==> src/rtl/bpsk_symbol_modulator.sv <==
// BPSK symbol modulator: serialises DATA_WIDTH-bit words MSB first onto a square-wave
// carrier generated from clk by a fractional phase accumulator.
module bpsk_symbol_modulator #(
  parameter int CLOCK_IN      = 12_000_000,
  parameter int CLOCK_CARRIER = 64_000,
  parameter int DATA_WIDTH    = 8,
  parameter int CYCLE_COUNT   = 2
) (
  input  logic                  clk,
  input  logic                  n_rst,
  input  logic [DATA_WIDTH-1:0] data_in,
  output logic                  wave_out,
  output logic                  data_finish,
  output logic                  bit_strobe,
  output logic                  carrier_ref,
  output logic                  dbg_state_o
);

  localparam int ACC_W  = $clog2(CLOCK_IN) + 1;
  localparam int HALF_W = $clog2(2 * CYCLE_COUNT);
  localparam int IDX_W  = $clog2(DATA_WIDTH);

  localparam logic [ACC_W:0]    STEP      = (ACC_W + 1)'(2 * CLOCK_CARRIER);
  localparam logic [ACC_W:0]    LIMIT     = (ACC_W + 1)'(CLOCK_IN);
  localparam logic [HALF_W-1:0] HALF_LAST = HALF_W'(2 * CYCLE_COUNT - 1);
  localparam logic [IDX_W-1:0]  IDX_LAST  = IDX_W'(DATA_WIDTH - 1);

  typedef enum logic {
    S_START = 1'b0,
    S_RUN   = 1'b1
  } state_t;

  state_t                state_q, state_d;
  logic [ACC_W-1:0]      acc_q, acc_d;
  logic                  ref_q, ref_d;
  logic [HALF_W-1:0]     half_q, half_d;
  logic [IDX_W-1:0]      idx_q, idx_d;
  logic [DATA_WIDTH-1:0] sr_q, sr_d;
  logic                  wave_q, wave_d;
  logic                  finish_q, finish_d;
  logic                  strobe_q, strobe_d;

  logic [ACC_W:0]        acc_sum;
  logic                  tick;

  // One extra bit on the sum so the compare against CLOCK_IN never wraps.
  assign acc_sum = {1'b0, acc_q} + STEP;
  assign tick    = (acc_sum >= LIMIT);

  always_comb begin
    state_d  = state_q;
    acc_d    = acc_q;
    ref_d    = ref_q;
    half_d   = half_q;
    idx_d    = idx_q;
    sr_d     = sr_q;
    finish_d = 1'b0;
    strobe_d = 1'b0;

    case (state_q)
      S_START: begin
        sr_d     = data_in;
        idx_d    = '0;
        half_d   = '0;
        ref_d    = 1'b1;
        acc_d    = '0;
        strobe_d = 1'b1;
        state_d  = S_RUN;
      end

      S_RUN: begin
        acc_d = tick ? ACC_W'(acc_sum - LIMIT) : ACC_W'(acc_sum);
        if (tick) begin
          if (half_q == HALF_LAST) begin
            // Bit boundary: carrier restarts high so every bit opens on a fresh period.
            half_d   = '0;
            ref_d    = 1'b1;
            strobe_d = 1'b1;
            if (idx_q == IDX_LAST) begin
              sr_d  = data_in;
              idx_d = '0;
            end else begin
              sr_d     = sr_q << 1;
              idx_d    = idx_q + IDX_W'(1);
              finish_d = (idx_d == IDX_LAST);
            end
          end else begin
            ref_d  = ~ref_q;
            half_d = half_q + HALF_W'(1);
          end
        end
      end

      default: state_d = S_START;
    endcase

    wave_d = ref_d ^ ~sr_d[DATA_WIDTH-1];
  end

  always_ff @(posedge clk) begin
    if (!n_rst) begin
      state_q  <= S_START;
      acc_q    <= '0;
      ref_q    <= 1'b0;
      half_q   <= '0;
      idx_q    <= '0;
      sr_q     <= '0;
      wave_q   <= 1'b0;
      finish_q <= 1'b0;
      strobe_q <= 1'b0;
    end else begin
      state_q  <= state_d;
      acc_q    <= acc_d;
      ref_q    <= ref_d;
      half_q   <= half_d;
      idx_q    <= idx_d;
      sr_q     <= sr_d;
      wave_q   <= wave_d;
      finish_q <= finish_d;
      strobe_q <= strobe_d;
    end
  end

  assign wave_out    = wave_q;
  assign data_finish = finish_q;
  assign bit_strobe  = strobe_q;
  assign carrier_ref = ref_q;
  assign dbg_state_o = (state_q == S_RUN);

endmodule

==> config.mk <==
export PLATFORM = sky130hd
export DESIGN_NAME = bpsk_symbol_modulator
export DESIGN_NICKNAME = d
export VERILOG_FILES = /design/src/rtl/bpsk_symbol_modulator.sv
export SDC_FILE = /design/constraint.sdc
export NUM_CORES = 1
export LEC_CHECK = 0
export ABC_CLOCK_PERIOD_IN_PS = 3400
export BUFFER_PORTS_ARGS = -buffer_cell sky130_fd_sc_hd__buf_2
export CELL_PAD_IN_SITES_DETAIL_PLACEMENT = 1
export CELL_PAD_IN_SITES_GLOBAL_PLACEMENT = 2
export CORE_MARGIN = 1.5
export CORE_UTILIZATION = 30
export CTS_BUF_LIST = sky130_fd_sc_hd__clkbuf_16
export CTS_CLUSTER_SIZE = 25
export DETAILED_ROUTE_END_ITERATION = 12
export HOLD_SLACK_MARGIN = 0.05
export PLACE_DENSITY = 0.69
export SKIP_CTS_REPAIR_TIMING = 1
export SLEW_MARGIN = 20
export SYNTH_ARGS = -nofsm -noshare
export SYNTH_HDL_FRONTEND = slang
export SYNTH_SLANG_ARGS = --single-unit
==> constraint.sdc <==
create_clock -name clk -period 3.4 [get_ports clk]
set_clock_uncertainty 0.05 [all_clocks]
set_input_delay 0.68 -clock clk [delete_from_list [all_inputs] [get_ports clk]]
set_output_delay 0.68 -clock clk [all_outputs]
set_load 0.01 [all_outputs]
* Word-level counts from Yosys, hierarchy flattened
Index checks and enable logic that the tools add are counted.
** Operators by class
- Bitwise gates (word level) :: 7
- Reductions and logical operators :: 2
- Equal/unequal tests :: 5
- Magnitude comparators :: 1
- Add/sub/neg operators :: 4
- Mux-type cells :: 20
** Operators with widths (number)
- one-hot mux 25 bit (2 select lines) :: 1
- adder 25 x 17 -> 26 bit, second input constant :: 1
- greater-or-equal comparator 26 x 24 -> 1 bit, second input constant :: 1
- 2-to-1 mux 25 bit :: 1
- subtractor 25 x 24 -> 25 bit, second input constant :: 1
- 2-to-1 mux 8 bit :: 3
- one-hot mux 8 bit (2 select lines) :: 1
- 2-to-1 mux 3 bit :: 3
- equality test 3 bit, second input constant :: 2
- inverter 1 bit :: 6
- one-hot mux 3 bit (2 select lines) :: 1
- 2-to-1 mux 1 bit :: 5
- OR reduction 5 bit :: 1
- 2-to-1 mux 2 bit :: 2
- != test 2 x 1 -> 1 bit, second input constant :: 2
- one-hot mux 1 bit (2 select lines) :: 2
- one-hot mux 2 bit (2 select lines) :: 1
- adder 3 x 1 -> 3 bit, second input constant :: 1
- adder 2 x 1 -> 2 bit, second input constant :: 1
- equality test 2 bit, second input constant :: 1
- AND reduction 2 bit :: 1
- bitwise XOR 1 bit :: 1
** Word-level totals
- Output and inout bits :: 5
- Bits of input ports :: 10
- Flip-flop bits (word level) :: 43
- Word-level logic and storage cells :: 49

* Depth between registers and ports, before layout
- Word-level depth :: 7
- Mapped depth :: 12
- Depth with buffers taken out :: 10

* Worst setup path before layout
OpenSTA, ideal clock, no wires.
- Kind :: register to register
- Start point :: register acc_q[10]
- End point :: register wave_q (netlist: wave_out)
- Required time :: 3.227 ns
- Setup slack :: 0.397 ns
- Period minus slack after synthesis :: 3.003 ns
- Stages on the path, launching flop included :: 11
- Path buffers :: 1
- Data arrival time :: 2.830 ns
- Setup time :: 0.123 ns
- Path through :: dfxtp_1 ha_1 buf_2 nor2_1 a32oi_1 o2bb2a_4 o31a_1 o311ai_4 o32ai_1 a311oi_2 mux2_1
** On the way
- Longest elaborated chain between the ends :: 6
- Elaborated cells on any way between the ends :: 8
- Classes of those cells :: add/sub: 1; order compare: 1; mux: 4; bitwise: 2
** RTL lines
- start: declaration :: line 34 : logic [ACC_W-1:0] acc_q, acc_d;
- start signal: assignment :: line 103 : acc_q <= '0;
- start signal: assignment :: line 113 : acc_q <= acc_d;
- adder 25 x 17 -> 26 bit (*) :: line 47 : assign acc_sum = {1'b0, acc_q} + STEP;
- greater-or-equal comparator 26 x 24 -> 1 bit (*) :: line 48 : assign tick = (acc_sum >= LIMIT);
- 2-to-1 mux 8 bit :: line 73 : if (tick) begin
- one-hot mux 8 bit (2 select lines) :: line 60 : case (state_q)
- inverter 1 bit :: line 97 : wave_d = ref_d ^ ~sr_d[DATA_WIDTH-1];
- bitwise XOR 1 bit (*) :: line 97
- end signal: assignment :: line 118 : wave_q <= wave_d;
- end: declaration :: line 39 : logic wave_q, wave_d;
Every way passes the cells marked *; elsewhere a longest branch is shown, timed or not. The select of a mux whose other input is x is not followed.
A chain may end at the register's enable or synchronous reset.

* Final worst setup path
- Start point :: register acc_q[13]
- End point :: register wave_q (netlist: wave_out)
Same word-level chain as after synthesis.

==> results by group <==
Flow run
  • Max Cap Violations: 0

Synthesis
  • Synthesized area: 2190 um2
  • Most common library cells after synthesis: 35 x dfxtp_1, 25 x nor2_1, 16 x a21oi_1, 16 x inv_1, 15 x nand2_1
  • Mapped Cells: 258
  • Syn Area/Cell: 8.49 um2
  • Main flop type after synthesis: dfxtp_1
  • Area contributors post-synth: dfxtp_1 32%, xnor2_1 4.8%, ha_1 4.6%
  • Seq/Total Area, Yosys: 32.0%
  • Synth top area share: 32.0%
  • Synth area leader: dfxtp_1
  • Count of state elements after synthesis: 35
  • Most instantiated library cell after synthesis: dfxtp_1
  • Post-synthesis net count: 276
  • Synth unique cells: 61
  • Syn. warnings: 0
  • Post-synth EDFFs: 0
  • Synth async-reset ratio: 0%

Routing
  • Via count: 1,916
  • Routed WL per cell: 15.4 um
  • Post-DRT Antenna Nets: 0
  • Met1 wire length: 2940 um
  • DRC Markers: 0
  • Drt pass-1 iters: 6
  • WL final: 5720 um
  • Vias per cell: 5.16
  • DR top layer: met4
  • Routed wl met2: 2600 um
  • DRT iter0 DRCs: 86
  • Routed length on met3: 130 um

Placed design
  • Port bufs: 14
  • Placed Area: 2360 um2
  • Placer congestion estimate: 0.776
  • Hpwl dp: 4200 um
  • Placed instance count: 363
  • DP Worst Slack: 374 ps

GRT
  • Total GRT Usage: 16.1%
  • Initial antenna violation count: 0
  • Number of global-route vias before repair: 1,905
  • Pin count of the biggest net entering global routing: 22
  • Global-route wire length before repair: 9630 um
  • Total grt overflow: 0

Critical path
  • Startpoint types: flop
  • Worst reg-to-reg setup slack: 320 ps
  • Setup crit end: wave_out
  • Critical Path RT: 3520 ps
  • R2R Path Start: acc_q[13]
  • CP startpoint: acc_q[13]
  • Crit end category: flop
  • Crit Path Class: reg -> reg
  • Worst Reg-to-Reg Cells: 8
  • Reg2reg end: wave_out
  • Worst path arrival time: 3200 ps
  • Critical path peak fanout: 9

Final layout
  • Layout cells sized above 1: 16.0%
  • Post-route insts no fill: 371
  • Layout area overhead: 14.3%
  • Diode count: 0
  • Layout Cell Area excl Fill: 2500 um2
  • Filler cells: 845
  • Nets: 292

Clock tree
  • Num CTS Buffers: 5
  • CTS max path bufs: 2
  • Worst-path clk slew: 60 ps
  • Clock sinks: 35
  • Worst-skew pair later-pin latency: 280 ps
  • H-tree depth: 2
  • CTS tree: built
  • Clock Tree Root: clkbuf_16

STA
  • Final Hold Vio Count: 0
  • Clock period minus worst slack: 3080 ps
  • Worst-margin pin slew: 585 ps
  • Setup TNS: 0 ps
  • Max Slew Vio Count: 0
  • Crit path setup slack, layout: 319 ps
  • Max_slew headroom: 61.0%
  • RSZ-0062 raised after global routing: false
  • Final setup violation count: 0
  • Hold slack: 426 ps
  • Max Freq: 0.325 GHz
  • Final period util: 90.6%

Run status
  • Status: finished clean

Floorplan
  • Rows: 30
  • Die Area: 7820 um2
  • Core region area: 6940 um2
  • Die span in y: 88.5 um
  • Io pins: 15
  • Initial cell density of the core: 31.5%
  • Die width: 88.5 um

Power and ir drop
  • PD cells: 410 nW/um2
  • Peak VDD IR: 0.149 mV
  • Leak: 0.955 nW

Hold path
  • Hold WC Path Type: reg -> reg
power breakdown:
group          leakage [nW]  internal (mW)  switching (mW)  total (mW)
Clock                0.0710          0.267           0.182       0.450
Sequential            0.287          0.427          0.0213       0.448
Combinational         0.597         0.0564          0.0730       0.129
Total                 0.955          0.751           0.276        1.03
cells by family (layout without fill, tap and decap cells):
| family | count (synthesis) | after routing | synth area share (%) |
|---|---|---|---|
| adders and majority gates | 8 | 8 | 4.57 |
| buffers and inverters | 32 | 49 | 7.19 |
| DFF | 35 | 35 | 32.0 |
| AOI/OAI and AO/OA | 72 | 72 | 25.6 |
| muxes | 2 | 2 | 0.971 |
| and+or+nand+nor | 88 | 88 | 21.3 |
| xor gates and xnor gates | 21 | 21 | 8.40 |
per-stage QoR:
stage	util, %	power (mW)
2_1_floorplan	-	0.554
3_5_place_dp	34.0	0.587
4_1_cts	36.1	1.05
6_report	36.1	1.03
3_3_place_gp	34.0	0.587
5_1_grt	36.1	1.08
critical path, stage by stage (launching register included):
cell	delay, ps
dfxtp_1	420
nor4_4	490
nand2_1	130
nor4_1	500
nor2_1	250
o311ai_4	340
o32ai_1	150
a311oi_2	290
mux2_1	350
flip-flops by register name, indices dropped and copies added (netlist names):
register     flops
sr_q             8
half_q           2
acc_q           17
data_finish      1
carrier_ref      1
dbg_state_o      1
wave_out         1
idx_q            3
bit_strobe       1
worst min path at each step:
stage | startpoint | end | slack (ps) | cells after the start
final | acc_q[24] | acc_q[24] | 430 | 2
after global routing | acc_q[24] | acc_q[24] | 460 | 2
after CTS | half_q[1] | half_q[1] | 430 | 2
after detailed placement | half_q[1] | half_q[1] | 420 | 2
after global placement | half_q[1] | half_q[1] | 410 | 2
after floorplan | acc_q[24] | acc_q[24] | 390 | 2
per-layer routing:
layer | vias up | track usage (%)
met2 | 22 | 25.5
met1 | 919 | 22.1
li1 | 969 | -
met5 | - | 0
met3 | 6 | 3.73
met4 | 0 | 4.12
final cells by class:
class / instances / area (um2) / area share (%)
Multi-Input combinational cell: 191 / 1330 / 53.2
Clock inverter: 3 / 16.3 / 0.650
Clock buffer: 5 / 125 / 5.00
Inverter: 17 / 63.8 / 2.55
Tap cell: 96 / 120 / 4.80
Sequential cell: 35 / 701 / 28.0
Timing Repair Buffer: 24 / 145 / 5.80
placed cells by master (no fill, tap or decap), types with 3 or more instances in the layout:
cell type	Yosys	layout
a21oi_1	16	16
a221oi_1	7	7
a31oi_1	4	4
buf_2	5	14
buf_4	0	10
clkbuf_16	0	5
dfxtp_1	35	35
ha_1	8	8
inv_1	16	17
nand2_1	15	15
nand2b_1	5	5
nand3_1	6	6
nor2_1	25	25
nor3_1	12	12
nor4_1	4	4
o21ai_0	6	6
o21ai_2	3	3
o31ai_1	9	9
xnor2_1	12	12
xor2_1	9	9
(Power assumes the default switching activity.)
